[config.mk]
export PLATFORM = sky130hd
export DESIGN_NAME = rst_domain_release_seq
export DESIGN_NICKNAME = d
export VERILOG_FILES = /design/src/rtl/rst_domain_release_seq.sv
export SDC_FILE = /design/constraint.sdc
export NUM_CORES = 1
export LEC_CHECK = 0
export ABC_AREA = 1
export CORE_MARGIN = 2
export CORE_UTILIZATION = 50
export CTS_BUF_LIST = sky130_fd_sc_hd__clkbuf_8
export DETAILED_ROUTE_END_ITERATION = 8
export PLACE_DENSITY = 0.75
export SLEW_MARGIN = 20
export SYNTH_ARGS = -nofsm -noshare
export SYNTH_HDL_FRONTEND = slang
export SYNTH_SLANG_ARGS = --single-unit
export TNS_END_PERCENT = 20
[constraint.sdc]
create_clock -name clk_i -period 1.8 [get_ports clk_i]
set_input_delay 0.45 -clock clk_i [delete_from_list [all_inputs] [get_ports clk_i]]
set_output_delay 0.45 -clock clk_i [all_outputs]
set_load 0.02 [all_outputs]
[src/rtl/rst_domain_release_seq.sv]
// Per-domain reset release sequencer: domain 0 on pre-release, domains 1..NUM_DOM-1 staggered after all-release.
// Optional abort counter output enabled by macro SCU_RST_SEQ_ABORT_CNT_EN.
module rst_domain_release_seq #(
  parameter int NUM_DOM = 4,
  parameter int GAP_CNT = 4
) (
  input  logic               clk_i,
  input  logic               rst_i,
  input  logic               pre_release_i,
  input  logic               all_release_i,
  input  logic [NUM_DOM-1:0] dom_mask_i,
  output logic [NUM_DOM-1:0] dom_rst_n_o,
  output logic               seq_busy_o,
  output logic               seq_done_o
`ifdef SCU_RST_SEQ_ABORT_CNT_EN
  ,
  output logic [7:0]         abort_cnt_o
`endif
);

  localparam int CNT_W = $clog2(GAP_CNT + 1);
  localparam int IDX_W = $clog2(NUM_DOM);

  localparam logic [CNT_W-1:0] CNT_ONE  = CNT_W'(1);
  localparam logic [CNT_W-1:0] CNT_GAP  = CNT_W'(GAP_CNT);
  localparam logic [IDX_W-1:0] IDX_ONE  = IDX_W'(1);
  localparam logic [IDX_W-1:0] IDX_LAST = IDX_W'(NUM_DOM - 1);

  typedef enum logic [1:0] {
    ST_IDLE = 2'd0,
    ST_PRE  = 2'd1,
    ST_SEQ  = 2'd2,
    ST_DONE = 2'd3
  } state_t;

  state_t             state_q, state_d;
  logic [CNT_W-1:0]   cnt_q, cnt_d;
  logic [IDX_W-1:0]   idx_q, idx_d;
  logic [NUM_DOM-1:0] dom_rst_n_q, dom_rst_n_d;
  logic               busy_q, busy_d;
  logic               done_q, done_d;
  logic               seq_abort_s;

  // Next-state, slot counter and per-domain release decisions; aborts take priority over sequencing.
  always_comb begin
    state_d     = state_q;
    cnt_d       = cnt_q;
    idx_d       = idx_q;
    dom_rst_n_d = dom_rst_n_q;
    seq_abort_s = 1'b0;

    case (state_q)
      ST_IDLE: begin
        dom_rst_n_d = {NUM_DOM{1'b0}};
        cnt_d       = {CNT_W{1'b0}};
        idx_d       = {IDX_W{1'b0}};
        if (pre_release_i) begin
          state_d        = ST_PRE;
          dom_rst_n_d[0] = dom_mask_i[0];
        end else begin
          state_d = ST_IDLE;
        end
      end

      ST_PRE: begin
        if (!pre_release_i) begin
          state_d     = ST_IDLE;
          dom_rst_n_d = {NUM_DOM{1'b0}};
          cnt_d       = {CNT_W{1'b0}};
          idx_d       = {IDX_W{1'b0}};
        end else if (all_release_i) begin
          state_d = ST_SEQ;
          cnt_d   = CNT_ONE;
          idx_d   = IDX_ONE;
        end else begin
          state_d = ST_PRE;
        end
      end

      ST_SEQ: begin
        if (!pre_release_i) begin
          state_d     = ST_IDLE;
          dom_rst_n_d = {NUM_DOM{1'b0}};
          cnt_d       = {CNT_W{1'b0}};
          idx_d       = {IDX_W{1'b0}};
          seq_abort_s = 1'b1;
        end else if (!all_release_i) begin
          state_d     = ST_PRE;
          dom_rst_n_d = {{(NUM_DOM-1){1'b0}}, dom_rst_n_q[0]};
          cnt_d       = {CNT_W{1'b0}};
          idx_d       = {IDX_W{1'b0}};
          seq_abort_s = 1'b1;
        end else if (cnt_q == CNT_GAP) begin
          // Slot boundary: the mask bit is sampled only here, so masked slots still take GAP_CNT cycles.
          dom_rst_n_d[idx_q] = dom_mask_i[idx_q];
          cnt_d              = CNT_ONE;
          if (idx_q == IDX_LAST) begin
            state_d = ST_DONE;
          end else begin
            idx_d = idx_q + IDX_ONE;
          end
        end else begin
          cnt_d = cnt_q + CNT_ONE;
        end
      end

      ST_DONE: begin
        if (!pre_release_i) begin
          state_d     = ST_IDLE;
          dom_rst_n_d = {NUM_DOM{1'b0}};
          cnt_d       = {CNT_W{1'b0}};
          idx_d       = {IDX_W{1'b0}};
        end else if (!all_release_i) begin
          state_d     = ST_PRE;
          dom_rst_n_d = {{(NUM_DOM-1){1'b0}}, dom_rst_n_q[0]};
          cnt_d       = {CNT_W{1'b0}};
          idx_d       = {IDX_W{1'b0}};
        end else begin
          state_d = ST_DONE;
        end
      end

      default: begin
        state_d     = ST_IDLE;
        dom_rst_n_d = {NUM_DOM{1'b0}};
        cnt_d       = {CNT_W{1'b0}};
        idx_d       = {IDX_W{1'b0}};
      end
    endcase

    busy_d = (state_d == ST_PRE) || (state_d == ST_SEQ);
    done_d = (state_d == ST_DONE);
  end

  // State and output registers.
  always_ff @(posedge clk_i) begin
    if (rst_i) begin
      state_q     <= ST_IDLE;
      cnt_q       <= {CNT_W{1'b0}};
      idx_q       <= {IDX_W{1'b0}};
      dom_rst_n_q <= {NUM_DOM{1'b0}};
      busy_q      <= 1'b0;
      done_q      <= 1'b0;
    end else begin
      state_q     <= state_d;
      cnt_q       <= cnt_d;
      idx_q       <= idx_d;
      dom_rst_n_q <= dom_rst_n_d;
      busy_q      <= busy_d;
      done_q      <= done_d;
    end
  end

  assign dom_rst_n_o = dom_rst_n_q;
  assign seq_busy_o  = busy_q;
  assign seq_done_o  = done_q;

`ifdef SCU_RST_SEQ_ABORT_CNT_EN
  logic [7:0] abort_cnt_q;

  // Saturating count of sequences aborted while in SEQ.
  always_ff @(posedge clk_i) begin
    if (rst_i) begin
      abort_cnt_q <= 8'h00;
    end else if (seq_abort_s && (abort_cnt_q != 8'hFF)) begin
      abort_cnt_q <= abort_cnt_q + 8'h01;
    end else begin
      abort_cnt_q <= abort_cnt_q;
    end
  end

  assign abort_cnt_o = abort_cnt_q;
`else
  logic unused_abort_s;
  assign unused_abort_s = seq_abort_s;
`endif

endmodule

==> metrics.yaml, run 1 <==
dpl.cell_count: 185
clock.fmax_mhz: 598
drive_gt1_share_pct: 20.7
wirelength_um: 2000
first_pass_iters: 4
gp_congestion: 0.818
viasPerCell: 4.80
detailed_place.area_um2: 1170
start_util_pct: 53.8
p_leak_nw: 0.561
total_power_uw: 680
syn_avg_cell_area_um2: 6.80
synth.distinct_cells: 21
post_cts.repair.setup_buffers: 0
finalClockSkew_ps: 3.05
numClockSinks: 13
cts_buffer_depth: 2
syn_inst: 138
max-vdd-ir-drop_mv: 0.418
ys_warn_count: 0
cap_violations: 0
fin_crit_ps: 1670
path_cells: "clkdlybuf4s50_1"
port_buffers: 13
end_kind: "output pin"
ys.flop_type: "dfxtp_1"
layout_common_cells: "nand2_1 (33), inv_1 (20), nor2_1 (14)"
synth_enable_flop_cells: 0
grt_max_degree: 9
rows: 15
drcViolationCount: 0
p_per_area_nw_per_um2: 561
core_um2: 1750
h-tree-depth: 1
antenna_found_initial: 0
async_reset_ff_share_pct: 0
dr_total_vias: 908
grt_overflow_total: 0
fp.dieW_um: 47.3
grt_pass1_wl_um: 3460
syn_nets: 157
cts_tree: "done"
grt_pass1_vias: 823
synth.yosys.seq_area_share_pct: 27.7
cts_resized: 0
path_class: "reg -> out"
drtIter0Drc: 13
clock_latency_ps: 250
clk_pin_slew_worst_paths_ps: 60
layout_setup_ws_ps: 129
ioPinCount: 14
rrSetupSlack_ps: 200
final_nets: 184
slew_viol_final: 0
cts_buffers: 3
hold_buffers: 0
finalCritPeriodShare_pct: 92.8
status: "completed"
finalSetupTns_ps: 0
fin_util_pct: 69.5
track_usage_pct: 22.3
ant_nets: 0
arrival_ps: 1220
setup_viol: 0
critical_path_buf_inv_count: 1
grt_setup_unrepaired: "false"
fin_hold_ws_ps: 493
antenna-diode-count: 0
critPathTopFamily: "buffers and inverters"
slew_headroom_pct: 83.5
place_hpwl_um: 1590
cp_slowest_cell: "clkdlybuf4s50_1"
die_area_um2: 2240
hold_viol: 0
holdCritPathClass: "reg -> reg"
cts-root-buf: "clkbuf_8"
max_stage_delay_ps: 610
synthToLayoutAreaGrowth_pct: 29.2
post_drt_wl_per_cell_um: 10.6
start_kind: "flop"
stdcell_count: 189
ys_ff_latch: 13
fin_area_um2: 1210
dieHeight_um: 47.3
cp_max_fo: 3
layout_commonest_cell: "nand2_1"
worst_pin_slew_ps: 246
cp.required_ps: 1350
syn_area_um2: 938
post-place-ws_ps: -122
[state kept, by name (all words and copies together) (netlist names)]
name	flops
dom_rst_n_o	4
cnt_q	3
idx_q	2
state_q	2
seq_busy_o	1
seq_done_o	1
[cell families after synthesis]
family / after synthesis / synth area share (%)
and+or+nand+nor: 71 / 35.7
buffers and inverters: 25 / 10.7
AOI/OAI and AO/OA: 18 / 11.2
DFF: 13 / 27.7
adders and majority gates: 11 / 14.7
[report_power, final]
part / internal [mW] / switching, mW
logic: 0.0556 / 0.0623
clock network: 0.151 / 0.111
registers: 0.295 / 0.00534
total: 0.502 / 0.178
[path summary, 6_finish.rpt]
kind	startpoint	end	cells past startpoint
max	dom_rst_n_o[3]	dom_rst_n_o[3]	1
min	dom_rst_n_o[3]	dom_rst_n_o[3]	2
max reg2reg	state_q[1]	seq_busy_o	9
min reg2reg	dom_rst_n_o[3]	dom_rst_n_o[3]	2
[synthesized netlist by cell type (2+ instances only)]
master | count | share of area, %
nand2_2 | 7 | 4.7
inv_1 | 19 | 7.6
ha_1 | 11 | 15
inv_2 | 4 | 1.6
a21oi_2 | 4 | 3.7
o21ai_0 | 6 | 3.2
nor2_1 | 14 | 5.6
nand3_1 | 9 | 4.8
nand2_1 | 33 | 13
nor2_4 | 2 | 2.4
o21ai_1 | 2 | 1.1
dfxtp_1 | 13 | 28
a21oi_1 | 6 | 3.2
[cell type report]
class | instances | area [µm²]
Tap cell | 25 | 31.3
Fill cell | 162 | 533
Multi-Input combinational cell | 100 | 578
Inverter | 24 | 92.6
Clock buffer | 3 | 41.3
Clock inverter | 1 | 3.75
Sequential cell | 13 | 260
Timing Repair Buffer | 23 | 205
[metal layers]
| metal | track usage (%) | wire [µm] |
|---|---|---|
| met4 | 10.0 | 37 |
| met1 | 30.9 | 968 |
| met2 | 33.0 | 914 |
| met3 | 4.62 | 80 |
| met5 | 0 | 0 |
Note: power is estimated with default switching activity, not from simulation.
==> inputs of run 2 (changes only) <==
- ABC_AREA: 1 -> 0
==> run 2 against run 1 <==
Compared with the run above:
- fmax shrank 1.8%
- non-clock buffer count increased by 1
- die area fell by 2.1%
- count of clock-buffer cells in the layout did not move
- core utilization is 0.25 points higher
- power shrank 3.4%
- clock power hardly changed
- synthesized cell count fell by 22%
- critical path depth rose by 4
==> metrics.yaml, run 2 <==
status: "completed"
cp_max_fo: 6
syn_inst: 107
synthToLayoutAreaGrowth_pct: 31.2
ioPinCount: 14
ys_warn_count: 0
setup_viol: 0
wirelength_um: 2080
path_class: "in -> reg"
crit_end: "cnt_q[2]"
hold_viol: 0
largest_reg_flops: 4
cp_num_cells: 5
critPathLaunch: "pre_release_i"
fin_area_um2: 1200
post_drt_wl_per_cell_um: 13.3
ant_nets: 0
drtIter0Drc: 31
drive_gt1_share_pct: 18.9
clock_latency_ps: 250
cts_tree: "done"
netlist.area_leader.share_pct: 28.4
slew_viol_final: 0
cts-root-buf: "clkbuf_8"
start_kind: "primary input"
grt_setup_unrepaired: "false"
holdCritPathClass: "reg -> reg"
worst_pin_slew_ps: 280
cts_buffers: 3
seq_area_um2: 260
antenna_found_initial: 0
async_reset_ff_share_pct: 0
grt_pass1_wl_um: 3390
place_hpwl_um: 1590
path_cells: "clkdlybuf4s50_1, nand3_1, nor4b_1, o21ai_0, a21oi_1"
r2r-start: "cnt_q[0]"
core_um2: 1730
p_per_area_nw_per_um2: 546
synth.yosys.seq_area_share_pct: 28.4
max_stage_delay_ps: 580
multi_input_area_um2: 614
critical_path_buf_inv_count: 1
ys.flop_type: "dfxtp_1"
rows: 15
cts_buffer_depth: 2
gp_congestion: 0.903
die_area_um2: 2190
yosysTopAreaCell: "dfxtp_1"
synth_enable_flop_cells: 0
finalSetupTns_ps: 0
antenna-diode-count: 0
syn_nets: 126
final_nets: 152
yosysMostFrequentCell: "dfxtp_1"
start_util_pct: 53.1
ys_ff_latch: 13
finalClockSkew_ps: 7.42
syn_avg_cell_area_um2: 8.57
cp.required_ps: 1980
clock.fmax_mhz: 587
nFillCells: 149
layout_common_cells: "dfxtp_1 (13), clkdlybuf4s50_1 (12), inv_1 (10), nand2_1 (10), buf_4 (10)"
fp.dieW_um: 46.8
cp_slowest_cell: "clkdlybuf4s50_1"
layout_commonest_cell: "dfxtp_1"
slew_headroom_pct: 81.1
synthTopCellsByCount: "dfxtp_1 (13), ha_1 (11), nand2_1 (10)"
fin_crit_ps: 1700
dieHeight_um: 46.8
rrSetupSlack_ps: 100
max-vdd-ir-drop_mv: 0.615
reg2reg_depth: 6
grt_overflow_total: 0
viasPerCell: 5.59
synth_area_leaders: "dfxtp_1 (28%), ha_1 (15%), o21ai_0 (4.4%)"
dr_total_vias: 878
end_kind: "flop"
first_pass_iters: 4
cap_violations: 0
grt_max_degree: 9
fin_util_pct: 69.7
synth.distinct_cells: 34
drcViolationCount: 0
grt_pass1_vias: 812
syn_area_um2: 917
arrival_ps: 1880
port_buffers: 13
numClockSinks: 13
clk_pin_slew_worst_paths_ps: 60
h-tree-depth: 1
finalCritPeriodShare_pct: 94.6
detailed_place.area_um2: 1140
track_usage_pct: 22.2
p_leak_nw: 0.474
r2r-end: "dom_rst_n_o[1]"
critPathTopFamily: "simple AND/OR/NAND/NOR gates"
run 2: cell count changes after synthesis, sizes merged, moves of 4 or more:
cell,delta
and2,+4
nor4b,+4
nor2,-14
nand2,-31
nand3,-4
inv,-15
run 2: worst min-delay path by stage:
stage / startpoint / end / slack, ps / cells after the start
CTS: dom_rst_n_o[2] / dom_rst_n_o[2] / 480 / 2
finish: dom_rst_n_o[2] / dom_rst_n_o[2] / 470 / 2
floorplan: cnt_q[1] / cnt_q[1] / 450 / 2
global route: cnt_q[1] / cnt_q[1] / 500 / 2
detailed placement: dom_rst_n_o[2] / dom_rst_n_o[2] / 470 / 2
global placement: dom_rst_n_o[3] / dom_rst_n_o[3] / 450 / 2
run 2: power breakdown:
group / switching (mW) / internal (mW)
clock network: 0.112 / 0.151
registers: 0.00299 / 0.292
logic: 0.0473 / 0.0513
total: 0.163 / 0.494
run 2: what timing repair did:
item,CTS,global route
gates resized for setup,1,5
cloned,0,0
hold buffers,0,0
setup endpoints to repair,3,8
pin swaps,0,0
buffers inserted,0,0
run 2: kinds of logic after synthesis:
family	share of synthesized area (%)
AO/OA/AOI/OAI	17.6
AND/OR/NAND/NOR	26.1
flip-flops	28.4
adder cells (fa/ha/maj)	15.0
multiplexers	7.23
buffers and inverters	5.73
run 2: stage by stage:
step | instances | setup WS (ps) | power [mW] | hold WS, ps
finish | 157 | 97.5 | 0.657 | 470
global route | 157 | 9.21 | 0.686 | 501
detailed placement | 153 | -283 | 0.397 | 468
floorplan | 107 | 168 | 0.353 | 449
global placement | 153 | -276 | 0.395 | 446
CTS | 157 | -24.4 | 0.661 | 477
run 2: routing by layer:
metal | up-vias | GRT usage (%) | part of all wire, %
met3 | 4 | 4.62 | 7.1
met4 | 0 | 13.3 | 1.5
met2 | 31 | 32.9 | 47
li1 | 436 | - | -
met1 | 407 | 29.6 | 45
met5 | - | 0 | 0
run 2: area by class of cell:
cell class	instances	area share [%]
inverters	9	2.81
clock inverters	1	0.312
flip-flops and latches	13	21.6
repair buffers	24	18.2
well taps	25	2.60
clock buffers	3	3.43
multi-input cells	82	51.0
run 2: tightest hold or removal path, delay by kind of cell (launching register included):
kind | cells | cell delay (ps)
simple gates | 1 | 50
flops | 1 | 310
compound gates | 1 | 70
